===== config.mk =====
export PLATFORM = sky130hd
export DESIGN_NAME = mc_run_control
export DESIGN_NICKNAME = d
export VERILOG_FILES = /design/src/rtl/mc_debug_pkg.sv /design/src/rtl/mc_bp_match.sv /design/src/rtl/mc_run_control.sv
export SDC_FILE = /design/constraint.sdc
export NUM_CORES = 1
export LEC_CHECK = 0
export BUFFER_PORTS_ARGS = -buffer_cell sky130_fd_sc_hd__buf_2
export CAP_MARGIN = 20
export CORE_MARGIN = 10
export CORE_UTILIZATION = 39
export DETAILED_ROUTE_END_ITERATION = 7
export GPL_TIMING_DRIVEN = 0
export HOLD_SLACK_MARGIN = 0.05
export PLACE_DENSITY = 0.69
export SYNTH_ARGS = -nofsm -noshare
export SYNTH_HDL_FRONTEND = slang
export SYNTH_HIERARCHICAL = 1
export SYNTH_SLANG_ARGS = --single-unit
export TNS_END_PERCENT = 100

===== constraint.sdc =====
create_clock -name i_clk -period 2.5 [get_ports i_clk]
set_input_delay 0.625 -clock i_clk [delete_from_list [all_inputs] [get_ports i_clk]]
set_output_delay 0.625 -clock i_clk [all_outputs]
set_load 0.03 [all_outputs]

===== src/rtl/mc_debug_pkg.sv =====
// -----------------------------------------------------------------------------
// mc_debug_pkg
// Shared definitions for the multi-cycle computer's run-control/debug logic:
//   - run_state_t  : run-control FSM states (RUN, STEP, HALTED)
//   - halt_cause_t : encoding reported on halt_cause
//   - clog2        : index-width helper, never returns less than 1 so that a
//                    single-slot breakpoint bank still gets a 1-bit index port
// -----------------------------------------------------------------------------
package mc_debug_pkg;

  typedef enum logic [1:0] {
    ST_RUN    = 2'd0,
    ST_STEP   = 2'd1,
    ST_HALTED = 2'd2
  } run_state_t;

  typedef enum logic [1:0] {
    CAUSE_NONE = 2'b00,
    CAUSE_REQ  = 2'b01,
    CAUSE_BP   = 2'b10,
    CAUSE_STEP = 2'b11
  } halt_cause_t;

  // Ceiling log2 with a floor of 1 bit.
  function automatic int clog2(input int n);
    int w;
    w = 0;
    while ((1 << w) < n) begin
      w = w + 1;
    end
    return (w < 1) ? 1 : w;
  endfunction

endpackage


===== src/rtl/mc_bp_match.sv =====
// -----------------------------------------------------------------------------
// mc_bp_match
// Bank of NUM_BP PC breakpoint slots. Each slot holds an address and an enable.
// The current fetch PC is compared against every enabled slot; the lowest
// matching slot index is reported.
//
// Ports:
//   i_clk      clock, rising edge
//   i_rst_n    asynchronous active-low reset, disables and clears all slots
//   i_we       slot write strobe
//   i_idx      slot written when i_we is high
//   i_addr     breakpoint PC written into the slot
//   i_en       slot enable written together with i_addr
//   i_pc       PC compared against the slots
//   o_hit      some enabled slot matches i_pc
//   o_hit_idx  lowest matching slot index (0 when no hit)
// -----------------------------------------------------------------------------
module mc_bp_match
  import mc_debug_pkg::*;
#(
  parameter int WIDTH  = 32,
  parameter int NUM_BP = 4,
  localparam int IDX_W = clog2(NUM_BP)
) (
  input  logic             i_clk,
  input  logic             i_rst_n,
  input  logic             i_we,
  input  logic [IDX_W-1:0] i_idx,
  input  logic [WIDTH-1:0] i_addr,
  input  logic             i_en,
  input  logic [WIDTH-1:0] i_pc,
  output logic             o_hit,
  output logic [IDX_W-1:0] o_hit_idx
);

  logic [WIDTH-1:0]  r_addr [NUM_BP];
  logic [NUM_BP-1:0] r_en;
  logic              w_hit;
  logic [IDX_W-1:0]  w_hit_idx;

  // Slot storage. Writes land on the clock edge, so a write and a compare
  // on the same slot in the same cycle still see the old contents. An index
  // beyond NUM_BP-1 (non power-of-two banks) writes nothing.
  always_ff @(posedge i_clk or negedge i_rst_n) begin
    if (!i_rst_n) begin
      for (int i = 0; i < NUM_BP; i++) begin
        r_addr[i] <= '0;
      end
      r_en <= '0;
    end else if (i_we) begin
      for (int i = 0; i < NUM_BP; i++) begin
        if (i_idx == IDX_W'(i)) begin
          r_addr[i] <= i_addr;
          r_en[i]   <= i_en;
        end
      end
    end
  end

  // Comparators and priority encoder. Scanning from the top slot downwards
  // lets the lowest matching index be the last one written.
  always_comb begin
    w_hit     = 1'b0;
    w_hit_idx = '0;
    for (int i = NUM_BP - 1; i >= 0; i--) begin
      if (r_en[i] && (r_addr[i] == i_pc)) begin
        w_hit     = 1'b1;
        w_hit_idx = IDX_W'(i);
      end
    end
  end

  assign o_hit     = w_hit;
  assign o_hit_idx = w_hit_idx;

endmodule


===== src/rtl/mc_run_control.sv =====
// -----------------------------------------------------------------------------
// mc_run_control
// Run-control and debug unit for the multi-cycle computer. Produces the core
// advance enable, halts the core only at instruction boundaries (controller in
// its fetch state) on an external request, on single-step completion or on a
// PC breakpoint, and keeps cycle and retired-instruction counters.
//
// Ports:
//   i_clk           clock, rising edge
//   i_rst_n         asynchronous active-low reset
//   i_fetch_pc      current PC from the datapath
//   i_fsm_fetch     controller is in its fetch state (instruction boundary)
//   i_halt_req      halt request pulse
//   i_run_req       resume free-running (only acted on while halted)
//   i_step_req      run i_step_count instructions then halt (while halted)
//   i_step_count    step length, 0 behaves as 1
//   i_bp_we         breakpoint slot write strobe
//   i_bp_idx        breakpoint slot written
//   i_bp_addr       breakpoint PC
//   i_bp_en         slot enable written with i_bp_addr
//   o_core_en       core advance enable (combinational on fetch_pc/fsm_fetch)
//   o_halted        core is held
//   o_halt_cause    00 none, 01 request, 10 breakpoint, 11 step done
//   o_bp_hit_idx    slot that caused the last breakpoint halt
//   o_cycle_count   cycles with core_en high
//   o_instr_count   instructions started (fsm_fetch && core_en)
// -----------------------------------------------------------------------------
module mc_run_control
  import mc_debug_pkg::*;
#(
  parameter int WIDTH         = 32,
  parameter int NUM_BP        = 4,
  parameter int CNT_WIDTH     = 32,
  parameter int STEP_W        = 8,
  parameter bit START_RUNNING = 1'b1,
  localparam int IDX_W        = clog2(NUM_BP)
) (
  input  logic                 i_clk,
  input  logic                 i_rst_n,
  input  logic [WIDTH-1:0]     i_fetch_pc,
  input  logic                 i_fsm_fetch,
  input  logic                 i_halt_req,
  input  logic                 i_run_req,
  input  logic                 i_step_req,
  input  logic [STEP_W-1:0]    i_step_count,
  input  logic                 i_bp_we,
  input  logic [IDX_W-1:0]     i_bp_idx,
  input  logic [WIDTH-1:0]     i_bp_addr,
  input  logic                 i_bp_en,
  output logic                 o_core_en,
  output logic                 o_halted,
  output logic [1:0]           o_halt_cause,
  output logic [IDX_W-1:0]     o_bp_hit_idx,
  output logic [CNT_WIDTH-1:0] o_cycle_count,
  output logic [CNT_WIDTH-1:0] o_instr_count
);

  run_state_t           r_state;
  logic                 r_pending;
  logic                 r_skip;
  logic [STEP_W-1:0]    r_remaining;
  halt_cause_t          r_halt_cause;
  logic [IDX_W-1:0]     r_bp_hit_idx;
  logic [CNT_WIDTH-1:0] r_cycle_count;
  logic [CNT_WIDTH-1:0] r_instr_count;

  logic                 w_hit;
  logic [IDX_W-1:0]     w_hit_idx;
  logic                 w_active;
  logic                 w_boundary;
  logic                 w_bp_live;
  logic                 w_step_done;
  logic                 w_stop;
  logic                 w_core_en;

  mc_bp_match #(
    .WIDTH  (WIDTH),
    .NUM_BP (NUM_BP)
  ) u_bp_match (
    .i_clk     (i_clk),
    .i_rst_n   (i_rst_n),
    .i_we      (i_bp_we),
    .i_idx     (i_bp_idx),
    .i_addr    (i_bp_addr),
    .i_en      (i_bp_en),
    .i_pc      (i_fetch_pc),
    .o_hit     (w_hit),
    .o_hit_idx (w_hit_idx)
  );

  // Stop condition, only evaluated at a boundary while the core is running.
  // A breakpoint is masked by the skip flag so that resuming from a
  // breakpoint PC does not immediately halt again on the same fetch.
  assign w_active    = (r_state != ST_HALTED);
  assign w_boundary  = w_active && i_fsm_fetch;
  assign w_bp_live   = w_hit && !r_skip;
  assign w_step_done = (r_state == ST_STEP) && (r_remaining == '0);
  assign w_stop      = w_boundary && (r_pending || w_bp_live || w_step_done);
  assign w_core_en   = w_active && !w_stop;

  // Run-control FSM. While running, the first stop source in priority order
  // (pending request, breakpoint, step exhausted) sets the cause; a stop
  // clears the pending flag even if a new halt request arrives that same
  // cycle, since the core is halting anyway. In HALTED a halt request blocks
  // any resume command, and step beats run. Leaving HALTED clears the cause
  // and arms the skip flag for one boundary.
  always_ff @(posedge i_clk or negedge i_rst_n) begin
    if (!i_rst_n) begin
      r_state      <= START_RUNNING ? ST_RUN : ST_HALTED;
      r_pending    <= 1'b0;
      r_skip       <= 1'b0;
      r_remaining  <= '0;
      r_halt_cause <= CAUSE_NONE;
      r_bp_hit_idx <= '0;
    end else begin
      case (r_state)
        ST_RUN, ST_STEP: begin
          if (w_stop) begin
            r_state   <= ST_HALTED;
            r_pending <= 1'b0;
            r_skip    <= 1'b0;
            if (r_pending) begin
              r_halt_cause <= CAUSE_REQ;
            end else if (w_bp_live) begin
              r_halt_cause <= CAUSE_BP;
              r_bp_hit_idx <= w_hit_idx;
            end else begin
              r_halt_cause <= CAUSE_STEP;
            end
          end else begin
            if (i_halt_req) begin
              r_pending <= 1'b1;
            end
            if (w_boundary) begin
              r_skip <= 1'b0;
              if (r_state == ST_STEP) begin
                r_remaining <= r_remaining - STEP_W'(1);
              end
            end
          end
        end
        ST_HALTED: begin
          if (i_halt_req) begin
            r_state <= ST_HALTED;
          end else if (i_step_req) begin
            r_state      <= ST_STEP;
            r_remaining  <= (i_step_count == '0) ? STEP_W'(1) : i_step_count;
            r_skip       <= 1'b1;
            r_halt_cause <= CAUSE_NONE;
            r_bp_hit_idx <= '0;
          end else if (i_run_req) begin
            r_state      <= ST_RUN;
            r_skip       <= 1'b1;
            r_halt_cause <= CAUSE_NONE;
            r_bp_hit_idx <= '0;
          end
        end
        default: begin
          r_state <= ST_HALTED;
        end
      endcase
    end
  end

  // Free-running counters, wrapping naturally at 2^CNT_WIDTH.
  always_ff @(posedge i_clk or negedge i_rst_n) begin
    if (!i_rst_n) begin
      r_cycle_count <= '0;
      r_instr_count <= '0;
    end else begin
      if (w_core_en) begin
        r_cycle_count <= r_cycle_count + CNT_WIDTH'(1);
      end
      if (w_core_en && i_fsm_fetch) begin
        r_instr_count <= r_instr_count + CNT_WIDTH'(1);
      end
    end
  end

  assign o_core_en     = w_core_en;
  assign o_halted      = (r_state == ST_HALTED);
  assign o_halt_cause  = r_halt_cause;
  assign o_bp_hit_idx  = r_bp_hit_idx;
  assign o_cycle_count = r_cycle_count;
  assign o_instr_count = r_instr_count;

endmodule


==> results.sh <==
export IMPL_cts_buffer_depth=3
export IMPL_reg2reg_to="o_bp_hit_idx[1]"
export IMPL_postCtsHoldBufs=0
export IMPL_ys_seq_area_share_pct=51.3
export IMPL_hold_path_class="primary input to asynchronous set/reset pin"
export IMPL_drive_above_1_share_pct=33.6
export IMPL_cts_tree="yes"
export IMPL_dpl_cell_count=1324
export IMPL_setup_slack_ns=-1.00
export IMPL_regToRegStartpoint="u_bp_match/r_addr[120]"
export IMPL_worst_pin_slew_ns=0.861
export IMPL_rows=59
export IMPL_dieArea_um2=33400
export IMPL_drt_iter0_drc=398
export IMPL_antenna_found_initial=6
export IMPL_ff_latch_area_um2=5310
export IMPL_violations="negative setup slack"
export IMPL_cts_buffers_inserted=25
export IMPL_skew_ns=0.0133
export IMPL_grt_setup_unrepaired="true"
export IMPL_p_total_mw=11.5
export IMPL_p_per_area_nw_per_um2=847
export IMPL_die_w_um=183
export IMPL_ys_types=54
export IMPL_critPathKind="flip-flop to output port"
export IMPL_fillCellCount=2215
export IMPL_route_detailed_drc=0
export IMPL_stdcell_count=1416
export IMPL_cts_sinks=212
export IMPL_place_hpwl_um=20000
export IMPL_crit_fanout=2
export IMPL_die_h_um=183
export IMPL_ys_warn_count=6
export IMPL_fmax_ghz=0.285
export IMPL_cts_reportedPaths_clkPinSlew_ns=0.06
export IMPL_grt_max_degree=80
export IMPL_setup_tns_final_ns=-35.51
export IMPL_cts_root_buf="clkbuf_16"
export IMPL_hold_viol_final=0
export IMPL_layout_nets=1146
export IMPL_track_usage_pct=16.6
export IMPL_critPathLaunchType="flip-flop"
export IMPL_worst_ep_arrival_time_ns=2.88
export IMPL_syn_area_per_cell_um2=12.3
export IMPL_dp_slack_ns=-1.06
export IMPL_grt_pass1_wl_um=44500
export IMPL_final_util_pct=52.0
export IMPL_period_needed_ns=3.50
export IMPL_status="finished with violations"
export IMPL_start_util_pct=39.7
export IMPL_dr_total_vias=7350
export IMPL_synth_nets=924
export IMPL_ys_flop_type="dfrtp_1"
export IMPL_syn_inst=838
export IMPL_finalSetupViolCount=80
export IMPL_area_growth_syn_to_layout_pct=30.9
export IMPL_viasPerCell=5.19
export IMPL_totalWireLength_um=28600
export IMPL_first_global_vias=7835
export IMPL_firstDrtPassIters=5
export IMPL_syn_cell_area_um2=10300
export IMPL_whs_ns=0.0451
export IMPL_portBuffers=149
export IMPL_routedWlPerCell_um=20.2
export IMPL_synth_seq_cells=212
export IMPL_synth_edf_count=0
export IMPL_period_share_pct=140
export IMPL_cp_required_ns=1.88
export IMPL_drt_antenna_violating_nets=0
export IMPL_gp_congestion=0.823
export IMPL_grt_overflow=0
export IMPL_maxCapViolCount=0
export IMPL_cp_startpoint="u_bp_match/r_addr[120]"
export IMPL_irDropWorstVdd_mv=0.467
export IMPL_multi_input_area_um2=5390
export IMPL_drv_slew=0
export IMPL_design_area_um2=13500
export IMPL_worstSkewPairLatency_ns=0.53
export IMPL_rrSetupSlack_ns=-0.84
export IMPL_max_slew_margin_pct=42.6
export IMPL_worstSetupEndpointType="output port"
export IMPL_io_pins=152
export IMPL_reg2regPathDepth=22
export IMPL_core_um2=26100
export IMPL_placed_area_um2=11700
export IMPL_h_tree_depth=1
export IMPL_p_leak_nw=6.06
export IMPL_async_flop_share_pct=100
## how the worst max path moves through the flow
stage,endpoint,slack (ns),depth (start not counted)
2_1_floorplan,o_halt_cause[0],-0.15,10
3_3_place_gp,o_cycle_count[10],-2.99,1
3_5_place_dp,o_core_en,-1.06,11
4_1_cts,o_core_en,-0.89,10
5_1_grt,o_core_en,-1.10,10
6_report,o_core_en,-1.00,10
## layout make-up
type / count / share of cell area, %
Multi-Input combinational cell: 583 / 39.8
Clock buffer: 32 / 5.04
Antenna cell: 3 / 0.0554
Clock inverter: 13 / 1.88
Tap cell: 335 / 3.10
Inverter: 18 / 0.517
Buffer: 22 / 0.832
Sequential cell: 212 / 39.2
Timing Repair Buffer: 198 / 9.63
## cell usage in the layout, fill, tap and decap left out, types with 9 or more instances in the layout
cell         n
xor2_1      52
nor3_1      11
inv_1       17
clkbuf_16   25
nor3_4       9
dfrtp_1    212
buf_4       21
nand4_1     33
nand3_1     25
buf_6       25
nand2_1     27
nor4_1       9
mux2_1     123
xnor2_1    123
clkbuf_1    11
mux2_2      11
nor2_4       9
buf_2      158
nor2_1      19
## logic make-up (layout without fill, tap and decap cells)
logic type                 Yosys count  count (layout)  share of synthesized area [%]
and+or+nand+nor                    217             217                           13.1
DFF                                212             212                           51.3
muxes                              136             136                           14.8
xor gates and xnor gates           190             190                           16.1
other                                0               3                              0
AOI/OAI and AO/OA                   36              36                           2.33
adders and majority gates            4               4                          0.484
buffers and inverters               43             283                           1.89
## sequential cells by signal, summed over array words and instances (netlist names), 2 cells and up
name and count:
o_bp_hit_idx 2, o_cycle_count 32, o_halt_cause 2, o_instr_count 32
r_remaining 8, r_state 2, u_bp_match/r_addr 128, u_bp_match/r_en 4
## worst max-delay path, cell delays in order (launching register included)
cell	delay (ns)
dfrtp_1	0.40
xor2_2	0.19
nor4_4	0.35
nand3_1	0.18
nor4_2	0.37
nand2b_4	0.20
nand3b_1	0.17
nand3b_1	0.16
nand3_2	0.15
nor2_4	0.05
buf_6	0.14
## timing repair
item	CTS	global route
setup buffers	55	8
setup endpoints to repair	81	81
gates resized for setup	51	70
cloned	3	0
pin swaps	17	50
## cell usage after synthesis, drive strengths merged, types with 3 or more instances
library cell / number / area share [%]
o21ai: 6 / 0.29
nor3b: 3 / 0.27
nand3: 30 / 1.5
nor2: 30 / 1.1
inv: 18 / 0.65
clkbuf: 8 / 0.29
buf: 17 / 0.94
nor3: 28 / 2.2
and4: 7 / 0.59
and3: 9 / 0.54
ha: 4 / 0.48
xnor2: 130 / 11
nand2: 32 / 1.2
nand2b: 4 / 0.27
o22a: 4 / 0.34
dfrtp: 212 / 51
nor4: 19 / 1.5
mux2: 136 / 15
nor2b: 3 / 0.18
xor2: 60 / 5.1
a21oi: 12 / 0.58
nand4: 36 / 2.4
and2: 3 / 0.18
nand3b: 5 / 0.36
## where the power goes
group / switching [mW] / internal [mW]
combinational: 1.48 / 1.25
sequential: 0.552 / 4.04
clock: 1.48 / 2.65
total: 3.52 / 7.95
## per-layer routing
layer,GRT usage [%],vias to the layer above,share of wire (%)
li1,-,3371,-
met1,21.6,3724,43
met2,26.6,190,48
met3,3.74,59,5.8
met4,6.17,6,2.9
met5,0,-,0.098
Note: power is estimated with default switching activity, not from simulation.
